## config.mk

```make
export PLATFORM = sky130hd
export DESIGN_NAME = cirno_sequencer
export DESIGN_NICKNAME = d
export VERILOG_FILES = /design/src/rtl/cirno_sequencer.sv
export SDC_FILE = /design/constraint.sdc
export NUM_CORES = 1
export LEC_CHECK = 0
export CORE_UTILIZATION = 50
export CTS_BUF_LIST = sky130_fd_sc_hd__clkbuf_2 sky130_fd_sc_hd__clkbuf_4 sky130_fd_sc_hd__clkbuf_8
export DETAILED_ROUTE_END_ITERATION = 10
export PLACE_DENSITY = 0.79
export SYNTH_ARGS = -nofsm -noshare
export SYNTH_HDL_FRONTEND = slang
export SYNTH_SLANG_ARGS = --single-unit
export TNS_END_PERCENT = 10
```

## constraint.sdc

```tcl
create_clock -name clk -period 4.5 [get_ports clk]
set_input_delay 0.9 -clock clk [delete_from_list [all_inputs] [get_ports clk]]
set_output_delay 0.9 -clock clk [all_outputs]
set_load 0.005 [all_outputs]
```

## src/rtl/cirno_sequencer.sv

```systemverilog
// cirno_sequencer: multi-cycle stage sequencer with memory watchdog, halt/fault states and retire counter
module cirno_sequencer #(
   parameter int TYPE_W      = 3,
   parameter int MEM_TIMEOUT = 16,
   parameter int COUNT_W     = 16
) (
   input  logic               clk,
   input  logic               init_n,
   input  logic               start,
   input  logic [TYPE_W-1:0]  inst_type,
   input  logic               branch_cond,
   input  logic               mem_ack,
   output logic               if_en,
   output logic               dc_en,
   output logic               of_en,
   output logic               alu_en,
   output logic               rm_en,
   output logic               wm_en,
   output logic               rs_en,
   output logic               mem_req,
   output logic               pc_load,
   output logic               done,
   output logic               fault,
   output logic [1:0]         fault_code,
   output logic [COUNT_W-1:0] inst_count
);
   typedef enum logic [3:0] {IDLE, S_IF, S_DC, S_OF, S_ALU, S_RM, S_WM, S_RS, HALT} state_t;
   localparam int WAIT_W = MEM_TIMEOUT > 0 ? $clog2(MEM_TIMEOUT + 1) : 1;
   state_t            state, nxt;
   logic [WAIT_W-1:0] wait_cnt;
   logic [TYPE_W-1:0] cls;
   logic              is_mem, timeout, retire, illegal;
   always_comb begin
      is_mem  = state == S_IF || state == S_RM || state == S_WM;
      timeout = MEM_TIMEOUT != 0 && is_mem && !mem_ack && wait_cnt == WAIT_W'(MEM_TIMEOUT - 1);
      illegal = state == S_DC && inst_type >= TYPE_W'(7);
      nxt     = state;
      case (state)
         IDLE:    nxt = start ? S_IF : IDLE;
         S_IF:    nxt = mem_ack ? S_DC : S_IF;
         S_DC:    nxt = inst_type == TYPE_W'(1) ? S_IF : inst_type == TYPE_W'(3) ? S_RS :
                        inst_type >= TYPE_W'(6) ? HALT : S_OF;
         S_OF:    nxt = cls == TYPE_W'(0) ? S_ALU : cls == TYPE_W'(4) ? S_WM :
                        cls == TYPE_W'(5) ? S_RM : S_IF;
         S_ALU:   nxt = S_RS;
         S_RM:    nxt = mem_ack ? S_RS : S_RM;
         S_WM:    nxt = mem_ack ? S_IF : S_WM;
         S_RS:    nxt = S_IF;
         default: nxt = HALT;
      endcase
      if (timeout) nxt = HALT;
      // a final stage is any state other than IDLE/IF that hands back to IF
      retire = (nxt == S_IF && state != S_IF && state != IDLE) ||
               (state == S_DC && inst_type == TYPE_W'(6));
   end
   always_ff @(posedge clk) begin
      if (!init_n) begin
         state      <= IDLE;
         wait_cnt   <= '0;
         cls        <= '0;
         fault      <= 1'b0;
         fault_code <= 2'b00;
         inst_count <= '0;
      end else begin
         state    <= nxt;
         wait_cnt <= (nxt == state && is_mem) ? wait_cnt + 1'b1 : '0;
         if (state == S_DC) cls <= inst_type;
         if (timeout) begin
            fault      <= 1'b1;
            fault_code <= 2'b10;
         end else if (illegal) begin
            fault      <= 1'b1;
            fault_code <= 2'b01;
         end
         if (retire && inst_count != '1) inst_count <= inst_count + 1'b1;
      end
   end
   assign if_en   = state == S_IF;
   assign dc_en   = state == S_DC;
   assign of_en   = state == S_OF;
   assign alu_en  = state == S_ALU;
   assign rm_en   = state == S_RM;
   assign wm_en   = state == S_WM;
   assign rs_en   = state == S_RS;
   assign mem_req = if_en || rm_en || wm_en;
   assign done    = state == HALT;
   assign pc_load = branch_cond && ((dc_en && inst_type == TYPE_W'(1)) || (of_en && cls == TYPE_W'(2)));
endmodule

```

==> metrics <==
status finished clean; CP Launch Type flip-flop; WP data required 3600 ps; Routability Congestion 0.848; Max Cap Viol 0; Row Count 21; synth unique cells 47; # clock sinks 31; Post-synth ARST share 0%; vias in the first global route 1,434; CP Cell Sequence or4b_1 -> inv_4 -> a32oi_1 -> nor2b_1 -> clkdlybuf4s50_1; CP Launch Point state[1]; delay of the slowest critical-path stage 660 ps; register area share after synthesis 35.5%; ANT nets after route 0; final worst path period share 74.9%; Max rail drop VDD 0.208 mV; Final Net Count 256; Vert. Die Dim 61.1 um; main flop type after synthesis dfxtp_1; Die ar. 3740 um^2; post-CTS setup buffers 0; post-detailed-route via-to-cell ratio 5.70; CTS buffer count 5; Congestion Overflow GR 0; Final Skew 8.32 ps; Rel. slew slack 41.6%; area of the multi-input gates 1050 um^2; WP data arrival 2470 ps; pin count of the biggest net entering global routing 21; Port-buffer cells 36; Final Max Slew Viols 0; Post-CTS Resized 0; Core ar. 3340 um^2; CP max stage cell or4b_1; Syn Inst Count 213; cell types with the highest counts after synthesis dfxtp_1 (31), nand2_1 (23), a21oi_1 (17); Finish-stage setup viols 0; TritonCTS clock tree yes; reg-to-reg startpoint wait_cnt[0]; Reg area 621 um^2; DP HPWL 2580 um; synthesized area 1750 um^2; CTS max path bufs 2; Die W 61.1 um; GRT Total Usage 22.4%; Synth warnings 0; CTS root buf clkbuf_4; Synth area leaders dfxtp_1 (35%), nand2_1 (4.9%), a21oi_1 (4.9%); crit path buf inv count 2; unrepaired setup endpoints after global routing false; Fmax 0.297 GHz; syn nets 224; Clock transition at path regs 90 ps; Mean Syn Cell Area 8.21 um^2; initial antenna violation count 0; Static Leakage 0.763 nW; first-pass GRT wire length 6230 um; starting density of the core 52.4%; TNS Setup 0 ps; Post-Place Cells 284; Tmin final 3370 ps; Worst-Margin Slew 873 ps; nature of the critical path endpoint primary output; Pwr Density 290 nW/um^2; Antenna diodes 0; Critical R2R Capture inst_count[6]; area added between synthesis and finish 25.6%; H-tree depth 2; DR DRC count 0; critical path depth 5; Fillers 292; post-DR wirelength/cell 13.0 um; class of the most critical setup path reg -> out; TritonRoute pass-1 iters 5; EDFF count, synth 0; Skew-Pair Late Insertion Delay 350 ps; most common cell in the netlist dfxtp_1; hold_buf cts 0; I/O pin count 37; Finished Layout Cells 292; Worst Path Max Fanout 16; post-synth top area cell dfxtp_1; Hold Violations, Final 0; iteration-0 DRC count of the detailed router 127; routed wire length 3800 um; critical path capture point pc_load; Crit path max-delay family simple AND/OR/NAND/NOR gates; HP Class reg -> reg; top cell type's share of synthesized area 35.5%; R2R cell count 9; FF-to-FF setup slack 1600 ps; via count 1,664; layout cells sized above 1 4.88%; flip-flop and latch count after synthesis 31
-- worst min-delay path by stage --
stage / start / to / slack, ps / cells past startpoint
finish: wait_cnt[0] / wait_cnt[0] / 460 / 1
floorplan: wait_cnt[0] / wait_cnt[0] / 430 / 1
CTS: wait_cnt[0] / wait_cnt[0] / 470 / 1
global route: wait_cnt[0] / wait_cnt[0] / 510 / 1
detailed placement: wait_cnt[0] / wait_cnt[0] / 460 / 1
global placement: wait_cnt[0] / wait_cnt[0] / 450 / 1
-- cell usage in the layout, fill, tap and decap left out, drive strengths merged, types with 4 or more instances in the layout --
cell type | netlist | layout
clkdlybuf4s50 | 0 | 36
or4 | 5 | 5
clkbuf | 8 | 6
nor3 | 9 | 9
nor2b | 5 | 5
dfxtp | 31 | 31
nand4 | 4 | 4
a21oi | 18 | 18
o21ai | 8 | 8
mux2i | 7 | 7
and3 | 5 | 5
nand2b | 10 | 10
nor2 | 16 | 16
inv | 5 | 5
nand3 | 8 | 8
nor3b | 4 | 4
o31ai | 6 | 6
nand2 | 23 | 23
-- final cells by class --
cell class / instances / share of cell area [%]
Sequential cell: 31 / 28.2
Tap cell: 46 / 2.62
Timing Repair Buffer: 36 / 16.4
Clock inverter: 2 / 1.59
Clock buffer: 6 / 2.33
Inverter: 5 / 0.968
Multi-Input combinational cell: 166 / 47.8
-- routing by layer --
layer | GRT usage [%] | share of wire, % | vias up
met3 | 4.62 | 4.4 | 8
met4 | 11.7 | 1.7 | 0
li1 | - | - | 849
met5 | 0 | 0 | -
met1 | 27.5 | 48 | 770
met2 | 37.1 | 46 | 37
-- cell families (layout without fill, tap and decap cells) --
logic type | Yosys count | in the layout | synth area share (%)
flip-flops | 31 | 31 | 35.5
XOR/XNOR | 4 | 4 | 2.00
buffers and inverters | 16 | 49 | 4.43
adder cells (fa/ha/maj) | 3 | 3 | 2.15
AND/OR/NAND/NOR | 108 | 108 | 35.6
AO/OA/AOI/OAI | 43 | 43 | 15.7
multiplexers | 8 | 8 | 4.65
-- registers in the layout, summed over array words and instances (netlist names) --
register and count:
cls 3, wait_cnt 5, inst_count 16, state 4
fault 1, fault_code 2
-- power breakdown --
part / switching (mW) / internal, mW / total [mW]
Clock: 0.100 / 0.131 / 0.231
Sequential: 0.0172 / 0.282 / 0.299
Combinational: 0.0575 / 0.0487 / 0.106
Total: 0.175 / 0.462 / 0.637
-- metrics by stage --
| stage | worst slack (ps) | power (mW) | utilization [%] | instance area (um^2) | hold WS, ps |
|---|---|---|---|---|---|
| after floorplan | 1870 | 0.380 | - | 1750 | 433 |
| after global placement | 1190 | 0.410 | 63.3 | 2110 | 448 |
| after detailed placement | 1110 | 0.412 | 63.3 | 2110 | 455 |
| after CTS | 1120 | 0.641 | 65.8 | 2200 | 469 |
| after global routing | 976 | 0.671 | 65.8 | 2200 | 506 |
| final | 1130 | 0.637 | 65.8 | 2200 | 462 |
Power figures use the tool's default switching activity.
==> variant 1: new RTL, same flow settings <==
Encoding of `state_t`: now Gray code (4 bits for 9 states).
--- a/src/rtl/cirno_sequencer.sv
+++ b/src/rtl/cirno_sequencer.sv
@@ -26,3 +26,3 @@
 );
-   typedef enum logic [3:0] {IDLE, S_IF, S_DC, S_OF, S_ALU, S_RM, S_WM, S_RS, HALT} state_t;
+   typedef enum logic [3:0] {IDLE = 4'b0000, S_IF = 4'b0001, S_DC = 4'b0011, S_OF = 4'b0010, S_ALU = 4'b0110, S_RM = 4'b0111, S_WM = 4'b0101, S_RS = 4'b0100, HALT = 4'b1100} state_t;
    localparam int WAIT_W = MEM_TIMEOUT > 0 ? $clog2(MEM_TIMEOUT + 1) : 1;
Check against the original RTL: same outputs for any inputs over 10 cycles, from zero or initial values; not proved beyond that.
==> variant 1 against the unedited design <==
- global-route usage grew 1.7 points
- worst setup slack got worse by 0.48 ns
- count of clock-buffer cells in the layout grew 1
- final area shrank 4.9%
- utilization rose by 1.5 points
- via count shrank 1.9%
- wire length up 0.90%
- total power is 14% lower
- area after synthesis down 5.5%
- combinational power is 31% lower
- sequential cell count stayed put
- critical path type is now in -> out
- largest cell class unchanged
==> variant 1: results (changes against the unedited design) <==
largest net degree at the start of global routing 30 (was 21); routed wire length on met3 201 um (was 168 um); sequential cell area share 29.7% (was 28.2%); crit path max fanout 6 (was 16); worst endpoint data arrival time 2.95 ns (was 2.47 ns); Detailed Route WL 3.83 mm (was 3.80 mm); Regs by FF count inst_count (16), wait_cnt (5), state (4) (unchanged); area delta synth->final 26.4% (was 25.6%); area of the multi-input gates 936 um2 (was 0.00105 mm2); top cells by area, synth dfxtp_1 38%, a21oi_1 5.1%, nor2_1 4.5% (was dfxtp_1 35%, nand2_1 4.9%, a21oi_1 4.9%); top post-synthesis cells by count 31 x dfxtp_1, 20 x nor2_1, 17 x a21oi_1, 16 x nand2_1, 13 x nand3_1 (was 31 x dfxtp_1, 23 x nand2_1, 17 x a21oi_1, 16 x nor2_1, 10 x nand2b_1); post-route clock skew 0.00926 ns (was 0.00832 ns); synthesis warning total 0 (unchanged); non-clock buffer count 38 (was 36); total half-perimeter wirelength after legalization and detailed placement 2.77 mm (was 2.58 mm); clock distribution area overhead in the final layout 3.47% (was 3.93%); routing usage on met3 6.55% (was 4.62%); via count of the first global-routing pass 1,512 (was 1,434); multi-input combinational gate total 151 (was 166); overall global routing resource usage 24.1% (was 22.4%); DP Worst Slack 0.661 ns (was 1.11 ns); Post-Place Cell Area 0.00202 mm2 (was 0.00211 mm2); quantity of gates resized following cts 0 (unchanged); average vias per placed instance 5.83 (was 5.70); GR Layer Usage met1 31.4% (was 27.5%); fraction of layout cells with a size suffix above 1 5.51% (was 4.88%); Non-Clock Inverter Count 8 (was 5); routability-driven placement congestion ratio 0.871 (was 0.848); H-tree lvl count 2 (unchanged); fraction of area in non-clock buffers 18.0% (was 16.4%); outcome finished clean (unchanged); clock latency on the worst-skew pair 0.33 ns (was 0.35 ns); net count reported at finish 246 (was 256); Mean Syn Cell Area 8.14 um2 (was 8.21 um2); first-pass GRT wire length 6.50 mm (was 6.23 mm); Worst Tran Pin Value 0.912 ns (was 0.873 ns); worst-path cell with the longest stage delay or4b_2 (was or4b_1); share of the yosys chip area belonging to registers 37.5% (was 35.5%); placed cell count 272 (was 284); number of distinct library cells after synthesis 46 (was 47); Routed WL per cell 13.7 um (was 13.0 um); kind of cell with the highest combined delay on the critical path buffers and inverters (was simple AND/OR/NAND/NOR gates); met2 WL 1.72 mm (was 1.74 mm); synthesized area 0.00165 mm2 (was 0.00175 mm2); worst vdd ir 221 uV (was 208 uV); met2 usage in global routing 37.7% (was 37.1%); DR pass1 iterations 4 (was 5); count of clock buffers in the final design 7 (was 6); Static Leakage 0.680 nW (was 0.763 nW); Mapped Nets 214 (was 224); FF+latch count, synth 31 (unchanged); First DRT Iteration DRCs 81 (was 127)
-- variant 1: cell types whose count changed after synthesis, moves of 4 or more --
cell,unedited run,this run
nand2_1,23,16
buf_2,0,5
nand3_1,8,13
inv_1,4,8
nand2b_1,10,6
nor2_1,16,20
nor3_1,9,5
-- variant 1: cells by family after synthesis --
kind of cell | share of synthesized area [%]
buffers and inverters | 5.83
adders and majority gates | 2.27
muxes | 3.63
DFF | 37.5
and+or+nand+nor | 30.2
xor gates and xnor gates | 1.59
AOI/OAI and AO/OA | 18.9
-- variant 1: path summary, 6_finish.rpt --
kind	from	to	slack, ns	depth (start not counted)
worst max-delay path	inst_type[0]	pc_load	0.65	5
worst min-delay path	wait_cnt[0]	wait_cnt[0]	0.46	1
worst max register to register	wait_cnt[0]	inst_count[14]	1.44	9
worst min register to register	wait_cnt[0]	wait_cnt[0]	0.46	1
-- variant 1: report_power, final --
group          switching [mW]  internal, mW  total [mW]
clock                  0.0953        0.0913       0.187
combinational          0.0390        0.0338      0.0728
sequential             0.0114         0.280       0.291
==> variant 2: new RTL, same flow settings <==
Without the edit above. `TYPE_W`: 3 -> 2.
--- a/src/rtl/cirno_sequencer.sv
+++ b/src/rtl/cirno_sequencer.sv
@@ -2,3 +2,3 @@
 module cirno_sequencer #(
-   parameter int TYPE_W      = 3,
+   parameter int TYPE_W      = 2,
    parameter int MEM_TIMEOUT = 16,
Ports: changed (resized inst_type); port bits go from 37 to 36. No check against the original RTL was run, so the function may have changed too.
==> variant 2 against the unedited design <==
- die area down 4.1%
- sequential power decreased by 6%
- area after synthesis fell by 4.3%
- synthesized cell count fell by 6.1%
- wire length is 1.0% higher
- worst setup slack worse by 0.22 ns
- critical path depth up 4
- clock power down 3%
- sequential cell count decreased by 1
- cell count down 5.8%
- final area down 4.2%
- utilization grew 2.0 points
- sequential share of layout area increased by 0.29 points
- total power is 11% lower
==> variant 2: results (changes against the unedited design) <==
met2 usage in global routing 37.9% (was 37.1%); routed wire length on met3 217 um (was 168 um); vias after detailed routing 1,608 (was 1,664); Static Leakage 0.722 nW (was 0.763 nW); First DRT Iteration DRCs 160 (was 127); kind of cell with the highest combined delay on the critical path compound AO/OA/AOI/OAI gates (was simple AND/OR/NAND/NOR gates); wire length on met1 1.74 mm (was 1.83 mm); power attributed to sequential cells 281 uW (was 299 uW); CP max stage delay 0.74 ns (was 0.66 ns); overall global routing resource usage 23.9% (was 22.4%); worst r2r path cells 6 (was 9); via count of the first global-routing pass 1,498 (was 1,434); Clk power 223 uW (was 231 uW); placed cell count 267 (was 284); share of the yosys chip area belonging to registers 35.9% (was 35.5%); Mean Syn Cell Area 8.37 um2 (was 8.21 um2); Mapped Nets 214 (was 224); critical path capture point type register (was output pin); routing usage on met3 6.93% (was 4.62%); average vias per placed instance 5.85 (was 5.70); fraction of the mapped netlist area in adder cells 5.23% (was 2.15%); Routed WL per cell 13.9 um (was 13.0 um); Comb group 63.7 uW (was 106 uW); net count reported at finish 244 (was 256); outcome finished clean (unchanged); top post-synthesis cells by count 30 x dfxtp_1, 21 x nor2_1, 14 x a21oi_1, 11 x nand2_1 (was 31 x dfxtp_1, 23 x nand2_1, 17 x a21oi_1, 16 x nor2_1, 10 x nand2b_1); number of distinct library cells after synthesis 45 (was 47); met2 WL 1.79 mm (was 1.74 mm); largest net degree at the start of global routing 28 (was 21); compound-gate portion of the synthesized area 18.5% (was 15.7%); flop-to-flop setup slack 1.58 ns (was 1.60 ns)
==> variant 2: cell count changes in the layout (fill, tap and decap cells not counted), moves of 3 or more <==
cell and delta:
nand2_1 -12, ha_1 +4, nor2_1 +5, a21oi_1 -3, nor3_1 -4, o41ai_1 +3, inv_1 +3
==> variant 2: stage by stage <==
step | area (um2) | hold WS (ns) | worst slack, ns
final | 2100 | 0.457 | 0.907
after detailed placement | 2020 | 0.445 | 0.571
after floorplan | 1670 | 0.418 | 1.62
after CTS | 2100 | 0.461 | 0.919
after global placement | 2020 | 0.428 | 0.722
after global routing | 2100 | 0.484 | 0.742
==> variant 2: area by class of cell <==
cell class                      count  area [um2]
Fill cell                         277         998
Multi-Input combinational cell    150         986
Sequential cell                    30         601
Timing Repair Buffer               35         350
Tap cell                           44        55.1
Clock buffer                        7        52.6
Clock inverter                      1        30.0
Inverter                            8        30.0
